--- config.mk ---
export PLATFORM = sky130hd
export DESIGN_NAME = rx_frame_ctrl_flat
export DESIGN_NICKNAME = d
export VERILOG_FILES = /design/src/rtl/rx_pkg.sv /design/src/rtl/rx_frame_ctrl_if.sv /design/src/rtl/rx_char_class.sv /design/src/rtl/rx_frame_ctrl.sv /design/src/flat_wrapper.sv
export SDC_FILE = /design/constraint.sdc
export NUM_CORES = 1
export LEC_CHECK = 0
export CORE_MARGIN = 8
export CORE_UTILIZATION = 45
export CTS_CLUSTER_DIAMETER = 80
export DETAILED_ROUTE_END_ITERATION = 10
export PLACE_DENSITY = 0.86
export SLEW_MARGIN = 20
export SYNTH_ARGS = -nofsm -noshare
export SYNTH_HDL_FRONTEND = slang
export SYNTH_SLANG_ARGS = --single-unit
--- constraint.sdc ---
create_clock -name clk -period 6.69 [get_ports clk]
set_clock_uncertainty 0.1 [all_clocks]
set_input_delay 0.669 -clock clk [delete_from_list [all_inputs] [get_ports clk]]
set_output_delay 0.669 -clock clk [all_outputs]
set_load 0.03 [all_outputs]
--- src/rtl/rx_pkg.sv ---
// rx_pkg: shared definitions for the serial DSKY/axis input link.
// Holds the octal field type, field indices, ASCII constants, the
// character-class and frame-FSM enums, and the default frame length.
// The package is shared by rx_conn, rx_char_class and rx_frame_ctrl.
package rx_pkg;

  // A field is six octal digits. VERB and NOUN use only the low two.
  typedef logic [5:0][2:0] octal_field_t;

  localparam int unsigned NUM_FIELDS   = 6;
  localparam int unsigned FIELD_VERB   = 0;
  localparam int unsigned FIELD_NOUN   = 1;
  localparam int unsigned FIELD_AXIG   = 2;
  localparam int unsigned FIELD_AXIRA  = 3;
  localparam int unsigned FIELD_AXIRB  = 4;
  localparam int unsigned FIELD_AXIATX = 5;

  localparam logic [7:0] ASCII_START = 8'd60;  // '<'
  localparam logic [7:0] ASCII_ZERO  = 8'd48;  // '0'
  localparam logic [7:0] ASCII_SEVEN = 8'd55;  // '7'
  localparam logic [7:0] ASCII_PLUS  = 8'd43;  // '+'
  localparam logic [7:0] ASCII_MINUS = 8'd45;  // '-'

  // '<' + VERB(2) + NOUN(2) + 4 axes x (5 digits + sign)
  localparam int unsigned FRAME_LEN     = 29;
  localparam int unsigned HEADER_DIGITS = 4;
  localparam int unsigned AXIS_CHARS    = 6;

  typedef enum logic [1:0] {
    CLS_START = 2'd0,
    CLS_OCTAL = 2'd1,
    CLS_SIGN  = 2'd2,
    CLS_OTHER = 2'd3
  } char_class_e;

  typedef enum logic [2:0] {
    IDLE   = 3'd0,
    RECV   = 3'd1,
    SETTLE = 3'd2,
    COMMIT = 3'd3,
    ABORT  = 3'd4
  } state_e;

endpackage

--- src/rtl/rx_frame_ctrl_if.sv ---
// rx_frame_ctrl_if: req/ack handshake that hands a committed frame to the
// AGC I/O logic.
//   agc_data : committed frame, fields VERB, NOUN, AXIG, AXIRA, AXIRB, AXIATX
//   agc_req  : committed frame pending (held until acknowledged)
//   agc_ack  : AGC has consumed agc_data
// master = frame controller, slave = AGC I/O side.
interface rx_frame_ctrl_if;
  import rx_pkg::*;

  octal_field_t [NUM_FIELDS-1:0] agc_data;
  logic                          agc_req;
  logic                          agc_ack;

  modport master (output agc_data, output agc_req, input agc_ack);
  modport slave  (input agc_data, input agc_req, output agc_ack);
endinterface

--- src/rtl/rx_char_class.sv ---
// rx_char_class: combinational classifier for one received ASCII byte.
//   char_in : received byte
//   cls     : START '<', OCTAL '0'..'7', SIGN '+'/'-', or OTHER
//   octal   : digit value when cls is OCTAL, otherwise 0
module rx_char_class
  import rx_pkg::*;
(
  input  logic [7:0]  char_in,
  output char_class_e cls,
  output logic [2:0]  octal
);

  always_comb begin
    cls   = CLS_OTHER;
    octal = '0;
    if (char_in == ASCII_START) begin
      cls = CLS_START;
    end else if (char_in >= ASCII_ZERO && char_in <= ASCII_SEVEN) begin
      cls   = CLS_OCTAL;
      octal = char_in[2:0];  // '0' is 8'h30, so the low bits are the digit
    end else if (char_in == ASCII_PLUS || char_in == ASCII_MINUS) begin
      cls = CLS_SIGN;
    end
  end

endmodule

--- src/rtl/rx_frame_ctrl.sv ---
// rx_frame_ctrl: frame-level controller for the DSKY/axis input link.
// Checks each frame's character classes and length, clears the parser on
// malformed (or, optionally, stalled) frames, and commits complete frames
// atomically into AGC-visible registers behind a req/ack handshake.
//   clk, resetn  : clock, asynchronous active-low reset
//   RX_byte      : received byte, qualified by RX_valid
//   RX_valid     : one-cycle strobe per byte
//   parser_data  : parser field outputs, sampled on commit
//   parser_clear : one-cycle clear request to the parser
//   agc          : agc_data / agc_req / agc_ack handshake (master side)
//   err_count    : saturating count of aborted frames
//   overrun      : pulse when a good frame is dropped because agc_req was high
// Build option: define RX_TIMEOUT_EN to include the inter-byte watchdog
// (abort after TIMEOUT_CYCLES idle cycles inside a frame).
module rx_frame_ctrl #(
  parameter int unsigned FRAME_LEN      = rx_pkg::FRAME_LEN,
  parameter int unsigned TIMEOUT_CYCLES = 1_000_000
) (
  input  logic                   clk,
  input  logic                   resetn,
  input  logic [7:0]             RX_byte,
  input  logic                   RX_valid,
  input  logic [5:0][5:0][2:0]   parser_data,
  output logic                   parser_clear,
  rx_frame_ctrl_if.master        agc,
  output logic [7:0]             err_count,
  output logic                   overrun
);
  import rx_pkg::*;

  localparam int unsigned CNT_W = $clog2(FRAME_LEN);
  localparam logic [CNT_W-1:0] LAST_POS   = CNT_W'(FRAME_LEN - 1);
  localparam logic [CNT_W-1:0] FIRST_AXIS = CNT_W'(HEADER_DIGITS + 1);
  localparam logic [2:0]       SIGN_SLOT  = 3'(AXIS_CHARS - 1);

  state_e           state;
  logic [CNT_W-1:0] byte_cnt;
  logic [2:0]       slot;      // offset within the current axis field
  char_class_e      cls;
  logic [2:0]       octal;
  logic             expect_sign;
  logic             byte_ok;
  logic             timed_out;

  rx_char_class u_class (
    .char_in (RX_byte),
    .cls     (cls),
    .octal   (octal)
  );

  always_comb begin
    if (cls == CLS_OCTAL) begin
      assert (octal == RX_byte[2:0]);
    end
  end

  // slot tracks (byte_cnt - 5) mod 6 incrementally instead of dividing.
  always_comb begin
    expect_sign = (byte_cnt >= FIRST_AXIS) && (slot == SIGN_SLOT);
    byte_ok     = expect_sign ? (cls == CLS_SIGN) : (cls == CLS_OCTAL);
  end

`ifdef RX_TIMEOUT_EN
  localparam int unsigned IDLE_W = $clog2(TIMEOUT_CYCLES + 1);
  logic [IDLE_W-1:0] idle_cnt;

  assign timed_out = (idle_cnt == IDLE_W'(TIMEOUT_CYCLES - 1));

  always_ff @(posedge clk or negedge resetn) begin
    if (!resetn) begin
      idle_cnt <= '0;
    end else if (state != RECV || RX_valid) begin
      idle_cnt <= '0;
    end else begin
      idle_cnt <= idle_cnt + 1'b1;
    end
  end
`else
  assign timed_out = 1'b0;
`endif

  always_ff @(posedge clk or negedge resetn) begin
    if (!resetn) begin
      state        <= IDLE;
      byte_cnt     <= '0;
      slot         <= '0;
      parser_clear <= 1'b0;
      overrun      <= 1'b0;
      err_count    <= '0;
      agc.agc_data <= '0;
      agc.agc_req  <= 1'b0;
    end else begin
      parser_clear <= 1'b0;
      overrun      <= 1'b0;
      if (agc.agc_req && agc.agc_ack) begin
        agc.agc_req <= 1'b0;
      end

      case (state)
        IDLE: begin
          if (RX_valid && cls == CLS_START) begin
            state    <= RECV;
            byte_cnt <= CNT_W'(1);
            slot     <= '0;
          end
        end
        RECV: begin
          if (RX_valid) begin
            if (!byte_ok) begin
              state <= ABORT;
            end else if (byte_cnt == LAST_POS) begin
              state <= SETTLE;
            end else begin
              byte_cnt <= byte_cnt + 1'b1;
              if (byte_cnt >= FIRST_AXIS) begin
                slot <= (slot == SIGN_SLOT) ? 3'd0 : slot + 3'd1;
              end
            end
          end else if (timed_out) begin
            state <= ABORT;
          end
        end
        SETTLE: state <= COMMIT;
        COMMIT: begin
          // An ack in this same cycle frees the slot before the commit.
          if (!agc.agc_req || agc.agc_ack) begin
            agc.agc_data <= parser_data;
            agc.agc_req  <= 1'b1;
          end else begin
            overrun <= 1'b1;
          end
          state <= IDLE;
        end
        ABORT: begin
          parser_clear <= 1'b1;
          if (err_count != '1) begin
            err_count <= err_count + 1'b1;
          end
          state <= IDLE;
        end
        default: state <= IDLE;
      endcase
    end
  end

endmodule

--- src/flat_wrapper.sv ---
// flat-port wrapper written by rule: the top's interface ports become plain ports
module rx_frame_ctrl_flat import rx_pkg::*;
#(
  parameter int unsigned FRAME_LEN      = rx_pkg::FRAME_LEN,
  parameter int unsigned TIMEOUT_CYCLES = 1_000_000
)
  (clk, resetn, RX_byte, RX_valid, parser_data, parser_clear, err_count, overrun, agc_agc_data, agc_agc_req, agc_agc_ack);
  rx_frame_ctrl_if agc_i ();
  input  logic clk;
  input  logic resetn;
  input  logic [7:0] RX_byte;
  input  logic RX_valid;
  input  logic [5:0][5:0][2:0] parser_data;
  output logic parser_clear;
  output logic [7:0] err_count;
  output logic overrun;
  output wire logic [$bits(agc_i.agc_data)-1:0] agc_agc_data;
  output wire logic [$bits(agc_i.agc_req)-1:0] agc_agc_req;
  input wire logic [$bits(agc_i.agc_ack)-1:0] agc_agc_ack;
  assign agc_agc_data = agc_i.agc_data;
  assign agc_agc_req = agc_i.agc_req;
  assign agc_i.agc_ack = agc_agc_ack;
  rx_frame_ctrl #(.FRAME_LEN(FRAME_LEN), .TIMEOUT_CYCLES(TIMEOUT_CYCLES)) u_core (.clk(clk), .resetn(resetn), .RX_byte(RX_byte), .RX_valid(RX_valid), .parser_data(parser_data), .parser_clear(parser_clear), .agc(agc_i), .err_count(err_count), .overrun(overrun));
endmodule
==> metrics, run 1 <==
status finished, final reports clean; crit start category input port; Worst R2R Path Depth 7; initial antenna violation count 0; Seq/Total Area, Yosys 0.630; Synth Instances 347; # resized after CTS 0; Leakage 0.00335 uW; full die area 15200 sq um; Clock Tree Root clkbuf_16; CTS Buf Count 17; Fin Hold WS 228 ps; Power Total 2200 uW; setup TNS 0 ps; Worst-Skew Late Latency 400 ps; crit path launch RX_byte[5]; worst-margin pin slew 889 ps; drt pass-1 iters 4; yosys warns 0; CTS tree done; row cnt 39; area growth from synthesis to layout 59.8%; post-synth top area share 0.630; port bufs 238; Final Critical Period 2700 ps; gr usage total 0.190; pin count of the biggest net entering global routing 69; VDD IR-drop max 162 uV; vias per cell 5.00; Synth async-reset ratio 1.00; CTS H-Tree Depth 4; share of post-route cells with drive strength above 1 0.248; chip height 123 microns; highest clock rate 370 MHz; number of library cell types mapped by synthesis 37; kind of cell adding the most delay to the critical path simple AND/OR/NAND/NOR gates; Post-Syn Area 5160 sq um; CP Data Required Time 6910 ps; maximum buffer depth of the clock tree 2; cts hold-fix bufs 0; clock slew at reported path FFs 60 ps; vias in the first global route 3999; DRC errors left 0; wire per inst 19.4 microns; Slowest-stage cell, CP or4_1; buffers and inverters on the worst path 1; synth top area cells dfrtp_1, mux2_2, mux2i_1, xnor2_1, ha_1; critical path endpoint category flop; Routed WL 14500 microns; critical path cell sequence clkdlybuf4s50_1 > or3b_2 > nor4_1 > mux2i_1 > or4_1 > a21oi_1; worst reg2reg path startpoint u_core.byte_cnt[1]; RSZ-0062 raised after global routing no; Detailed Place HPWL 11100 microns; Synth Flop Type dfrtp_1; Final setup viols 0; Fin. Hold Viols 0; PwrDens 267 nW/um^2; Setup WS pre-CTS 3610 ps; post-synth top area cell dfrtp_1; final slew viol count 0; syn_nets 471; CP arrival 2920 ps; post-route setup slack 3990 ps; Setup Fix Bufs, Post-CTS 0; critical-path maximum fanout 12; max_cap viols 0; grt ovf 0; Core Area 11300 sq um; total number of vias 3735; number of synthesized flops with an enable pin 0; antenna-violating nets left 0; Worst Hold Class in -> async; Crit path largest cell delay 590 ps; drt first-iter violations 223; top-count cell post-synth dfrtp_1; Initial Util 0.456; Slew HR 0.390; reg-to-reg critical path endpoint u_core.slot[1]; GPL Wtd Cong 0.788; IO Pins 239; Antenna diodes 0; final worst path period share 0.404; first-pass GRT wire length 22000 microns; Mean Syn Cell Area 14.9 sq um; CTS Sinks 130; die extent in x 123 microns; top cells by count, synth dfrtp_1, mux2_2, nand2_1; worst reg2reg setup slack 4060 ps; Synth Register Bits 130; crit path kind in -> reg; fin nets 716
==> worst max-delay path by stage <==
| stage | to | slack (ps) | cells past startpoint |
|---|---|---|---|
| 3_3_place_gp | u_core.agc.agc_data[5] | 3380 | 5 |
| 5_1_grt | u_core.slot[1] | 3850 | 6 |
| 4_1_cts | u_core.byte_cnt[4] | 4010 | 6 |
| 2_1_floorplan | u_core.byte_cnt[2] | 4320 | 6 |
| 3_5_place_dp | u_core.byte_cnt[4] | 3610 | 6 |
| 6_report | u_core.byte_cnt[4] | 3990 | 6 |
==> power breakdown <==
part           switching, uW  internal, uW
Sequential              53.2           856
Clock                    334           505
Combinational            230           225
Total                    617          1590
==> cells in the final DEF (no fill, tap or decap), types with 2 or more instances in the layout <==
master / instances
a21oi_1: 4
and3_1: 3
buf_12: 2
buf_4: 2
clkbuf_16: 17
clkdlybuf4s50_1: 237
clkinv_2: 6
clkinv_4: 2
clkinvlp_4: 4
dfrtp_1: 130
ha_1: 4
inv_1: 7
mux2_2: 109
mux2i_1: 6
nand2_1: 13
nand2b_1: 2
nand3_1: 7
nand4_1: 3
nor2_1: 6
nor3_1: 3
nor3b_1: 3
nor4_1: 2
o31ai_1: 4
or4_1: 3
xnor2_1: 6
xor2_1: 2
==> routing by layer <==
layer  up-vias  global-route usage  routed length, microns
li1       1733                   -                       -
met1      1826               0.207                    5290
met5         -                   0                       0
met3         8              0.0726                    1490
met2       168               0.340                    7620
met4         0              0.0542                      76
==> kinds of logic (layout without fill, tap and decap cells) <==
kind of cell / Yosys count / count (layout) / share of synthesized area
adder cells (fa/ha/maj): 4 / 4 / 0.00970
AO/OA/AOI/OAI: 14 / 14 / 0.0201
flip-flops: 130 / 130 / 0.630
buffers and inverters: 22 / 279 / 0.0187
AND/OR/NAND/NOR: 54 / 54 / 0.0582
multiplexers: 115 / 115 / 0.249
XOR/XNOR: 8 / 8 / 0.0136
==> per-stage QoR <==
step | utilization | cell area, sq um | cells
after floorplan | - | 5160 | 347
after global placement | 0.679 | 7680 | 715
after detailed placement | 0.681 | 7700 | 716
after CTS | 0.728 | 8250 | 747
after global routing | 0.728 | 8250 | 747
final | 0.728 | 8250 | 747
==> flip-flops by register name (all words and copies together), names as in the netlist <==
signal	cells
u_core.parser_clear	1
u_core.state	3
u_core.agc.agc_data	108
u_core.agc.agc_req	1
u_core.byte_cnt	5
u_core.overrun	1
u_core.slot	3
u_core.err_count	8
==> worst register-to-register path, stage by stage (launching register included) <==
cell and delay (ps):
dfrtp_1 420, inv_1 100, ha_1 140, o31ai_1 90
a2111oi_2 460, mux2i_1 800, nor3_1 210, mux2i_1 180
==> layout make-up <==
| cell class | instances | area, sq um |
|---|---|---|
| clock buffers | 17 | 425 |
| clock inverters | 14 | 116 |
| fillers | 764 | 3070 |
| inverters | 7 | 26.3 |
| multi-input cells | 195 | 1820 |
| flip-flops and latches | 130 | 3250 |
| well taps | 143 | 179 |
| repair buffers | 241 | 2430 |
(Power assumes the default switching activity.)
==> run 2, diff against run 1 <==
--- a/config.mk
+++ b/config.mk
@@ -6,10 +6,10 @@
 export NUM_CORES = 1
 export LEC_CHECK = 0
 export CORE_MARGIN = 8
-export CORE_UTILIZATION = 45
+export CORE_UTILIZATION = 37
 export CTS_CLUSTER_DIAMETER = 80
 export DETAILED_ROUTE_END_ITERATION = 10
-export PLACE_DENSITY = 0.86
+export PLACE_DENSITY = 0.76
 export SLEW_MARGIN = 20
 export SYNTH_ARGS = -nofsm -noshare
 export SYNTH_HDL_FRONTEND = slang
==> constraint.sdc (replaced) <==
create_clock -name clk -period 2.3 [get_ports clk]
set_clock_uncertainty 0.1 [all_clocks]
set_input_delay 0.23 -clock clk [delete_from_list [all_inputs] [get_ports clk]]
set_output_delay 0.23 -clock clk [all_outputs]
set_load 0.03 [all_outputs]
==> metrics, run 2 (synthesis results as in run 1) <==
commonest non-fill, non-tap cell in the layout clkdlybuf4s50_1 (unchanged); Worst-Skew Late Latency 400 ps (about the same); Initial Util 0.375 (was 0.456); worst reg2reg path startpoint u_core.byte_cnt[0] (was u_core.byte_cnt[1]); Final setup viols 0 (unchanged); crit path kind reg -> reg (was in -> reg); fin util 0.617 (was 0.728); Antenna diodes 0 (unchanged); initial antenna violation count 0 (unchanged); row cnt 43 (was 39); commonest non-fill, non-tap cells in the layout clkdlybuf4s50_1, dfrtp_1, mux2_2, clkbuf_16, buf_4 (was clkdlybuf4s50_1, dfrtp_1, mux2_2, clkbuf_16, nand2_1); drt pass-1 iters 4 (unchanged); Slew HR 0.553 (was 0.390); total number of vias 3761 (was 3735); CP Data Required Time 2530 ps (was 6910 ps); drt first-iter violations 168 (was 223); Detailed Place HPWL 10700 microns (was 11100 microns); vias per cell 4.71 (was 5.00); CTS Buf Count 17 (unchanged); RSZ-0062 raised after global routing yes (was no); final worst path period share 0.982; full die area 18000 sq um (was 15200 sq um); final slew viol count 0 (unchanged); Core Area 13800 sq um (was 11300 sq um); crit path launch u_core.byte_cnt[0] (was RX_byte[5]); crit start category flop (was input port); Clock Tree Root clkbuf_16 (unchanged); FF/Latch Area 3250 sq um (unchanged); Filler Cell Count 1063 (was 764); clock slew at reported path FFs 50 ps (was 60 ps); Power Total 6640 uW (was 2200 uW); Worst R2R Path Depth 6 (was 7); vias in the first global route 4080 (was 3999); maximum buffer depth of the clock tree 2 (unchanged); fin nets 731 (was 716); worst reg2reg setup slack 40 ps (was 4060 ps); DRC errors left 0 (unchanged); Fin. Hold Viols 0 (unchanged); gr usage total 0.156 (was 0.190); VDD IR-drop max 434 uV (was 162 uV); CTS tree done (unchanged); IO Pins 239 (unchanged); Multi-input gate area 1860 sq um (was 1820 sq um); critical-path maximum fanout 6 (was 12); cell area after layout 8500 sq um (was 8250 sq um); share of post-route cells with drive strength above 1 0.270 (was 0.248); critical path endpoint category flop (unchanged); PwrDens 781 nW/um^2 (was 267 nW/um^2); port bufs 238 (unchanged); die extent in x 134 microns (was 123 microns); antenna-violating nets left 0 (unchanged); Biggest register u_core.agc.agc_data (unchanged); worst-margin pin slew 671 ps (was 889 ps); Setup crit end u_core.byte_cnt[4] (unchanged); Slowest-stage cell, CP or4b_4 (was or4_1); area growth from synthesis to layout 64.8% (was 59.8%); GPL Wtd Cong 0.772 (was 0.788); chip height 134 microns (was 123 microns); first-pass GRT wire length 22100 microns (was 22000 microns); Crit path largest cell delay 560 ps (was 590 ps); Routed WL 14000 microns (was 14500 microns); grt ovf 0 (unchanged); pin count of the biggest net entering global routing 131 (was 69); CTS H-Tree Depth 4 (unchanged); CP arrival 2490 ps (was 2920 ps); critical path cell sequence inv_1 > ha_1 > and4_2 > or4b_4 > or4_1 > a21oi_1 (was clkdlybuf4s50_1 > or3b_2 > nor4_1 > mux2i_1 > or4_1 > a21oi_1); DP Area 7860 sq um (was 7700 sq um); Leakage 0.00347 uW (was 0.00335 uW); wire per inst 17.6 microns (was 19.4 microns); Largest register FFs 108 (unchanged); max_cap viols 0 (unchanged); largest registers u_core.agc.agc_data x108, u_core.err_count x8, u_core.byte_cnt x5 (unchanged); highest clock rate 443 MHz; Worst Hold Class in -> reg (was in -> async); Final Critical Period 2260 ps; CTS Sinks 130 (unchanged); status finished, final reports clean (unchanged); reg-to-reg critical path endpoint u_core.byte_cnt[4] (was u_core.slot[1])
==> run 2: report_power, final <==
part	internal (uW)	leakage [uW]	switching, uW
logic	697	0.00163	696
clock network	1720	0.000289	897
registers	2490	0.00156	143
==> run 2: worst min-delay path by stage <==
stage                    start                      end  slack, ps  cells after the start
4_1_cts        parser_data[89]  u_core.agc.agc_data[89]        320                      2
3_5_place_dp            resetn  u_core.agc.agc_data[32]        300                      2
5_1_grt        parser_data[96]  u_core.agc.agc_data[96]        320                      2
2_1_floorplan           resetn   u_core.agc.agc_data[0]       -170                      0
3_3_place_gp            resetn  u_core.agc.agc_data[27]        290                      2
6_report       parser_data[89]  u_core.agc.agc_data[89]        330                      2
==> run 2: what timing repair did <==
item,in CTS,in global routing
pin swaps,0,3
hold buffers,1,0
gates resized for setup,2,7
endpoints found under the hold margin,130,0
setup endpoints to repair,4,8
setup buffers,0,1
==> run 2: worst max-delay path, delay by kind of cell, from the launching register on <==
| kind | cells | cell delay, ps |
|---|---|---|
| AND/OR/NAND/NOR | 3 | 1290 |
| flip-flops | 1 | 390 |
| adder cells (fa/ha/maj) | 1 | 180 |
| AO/OA/AOI/OAI | 1 | 140 |
| buffers and inverters | 1 | 70 |
==> run 2: layout make-up <==
class / instances / share of cell area
flip-flops and latches: 130 / 0.383
repair buffers: 256 / 0.300
multi-input cells: 195 / 0.219
clock buffers: 25 / 0.0594
well taps: 180 / 0.0265
clock inverters: 5 / 0.00883
inverters: 7 / 0.00309
==> run 2: per-layer routing <==
layer | up-vias | share of wire | global-route usage
li1 | 1761 | - | -
met1 | 1835 | 0.37 | 0.163
met2 | 146 | 0.51 | 0.265
met3 | 19 | 0.10 | 0.0722
met4 | 0 | 0.016 | 0.0680
met5 | - | 0 | 0
==> run 2: metrics by stage <==
step / TNS (ps) / hold WS, ps / setup slack (ps) / instances
after global routing: -55.2 / 321 / -28.7 / 798
after floorplan: 0 / -166 / 4.16 / 347
final: 0 / 334 / 40.6 / 798
after detailed placement: -1770 / 303 / -243 / 766
after global placement: -724 / 293 / -128 / 766
after CTS: 0 / 316 / 12.8 / 797
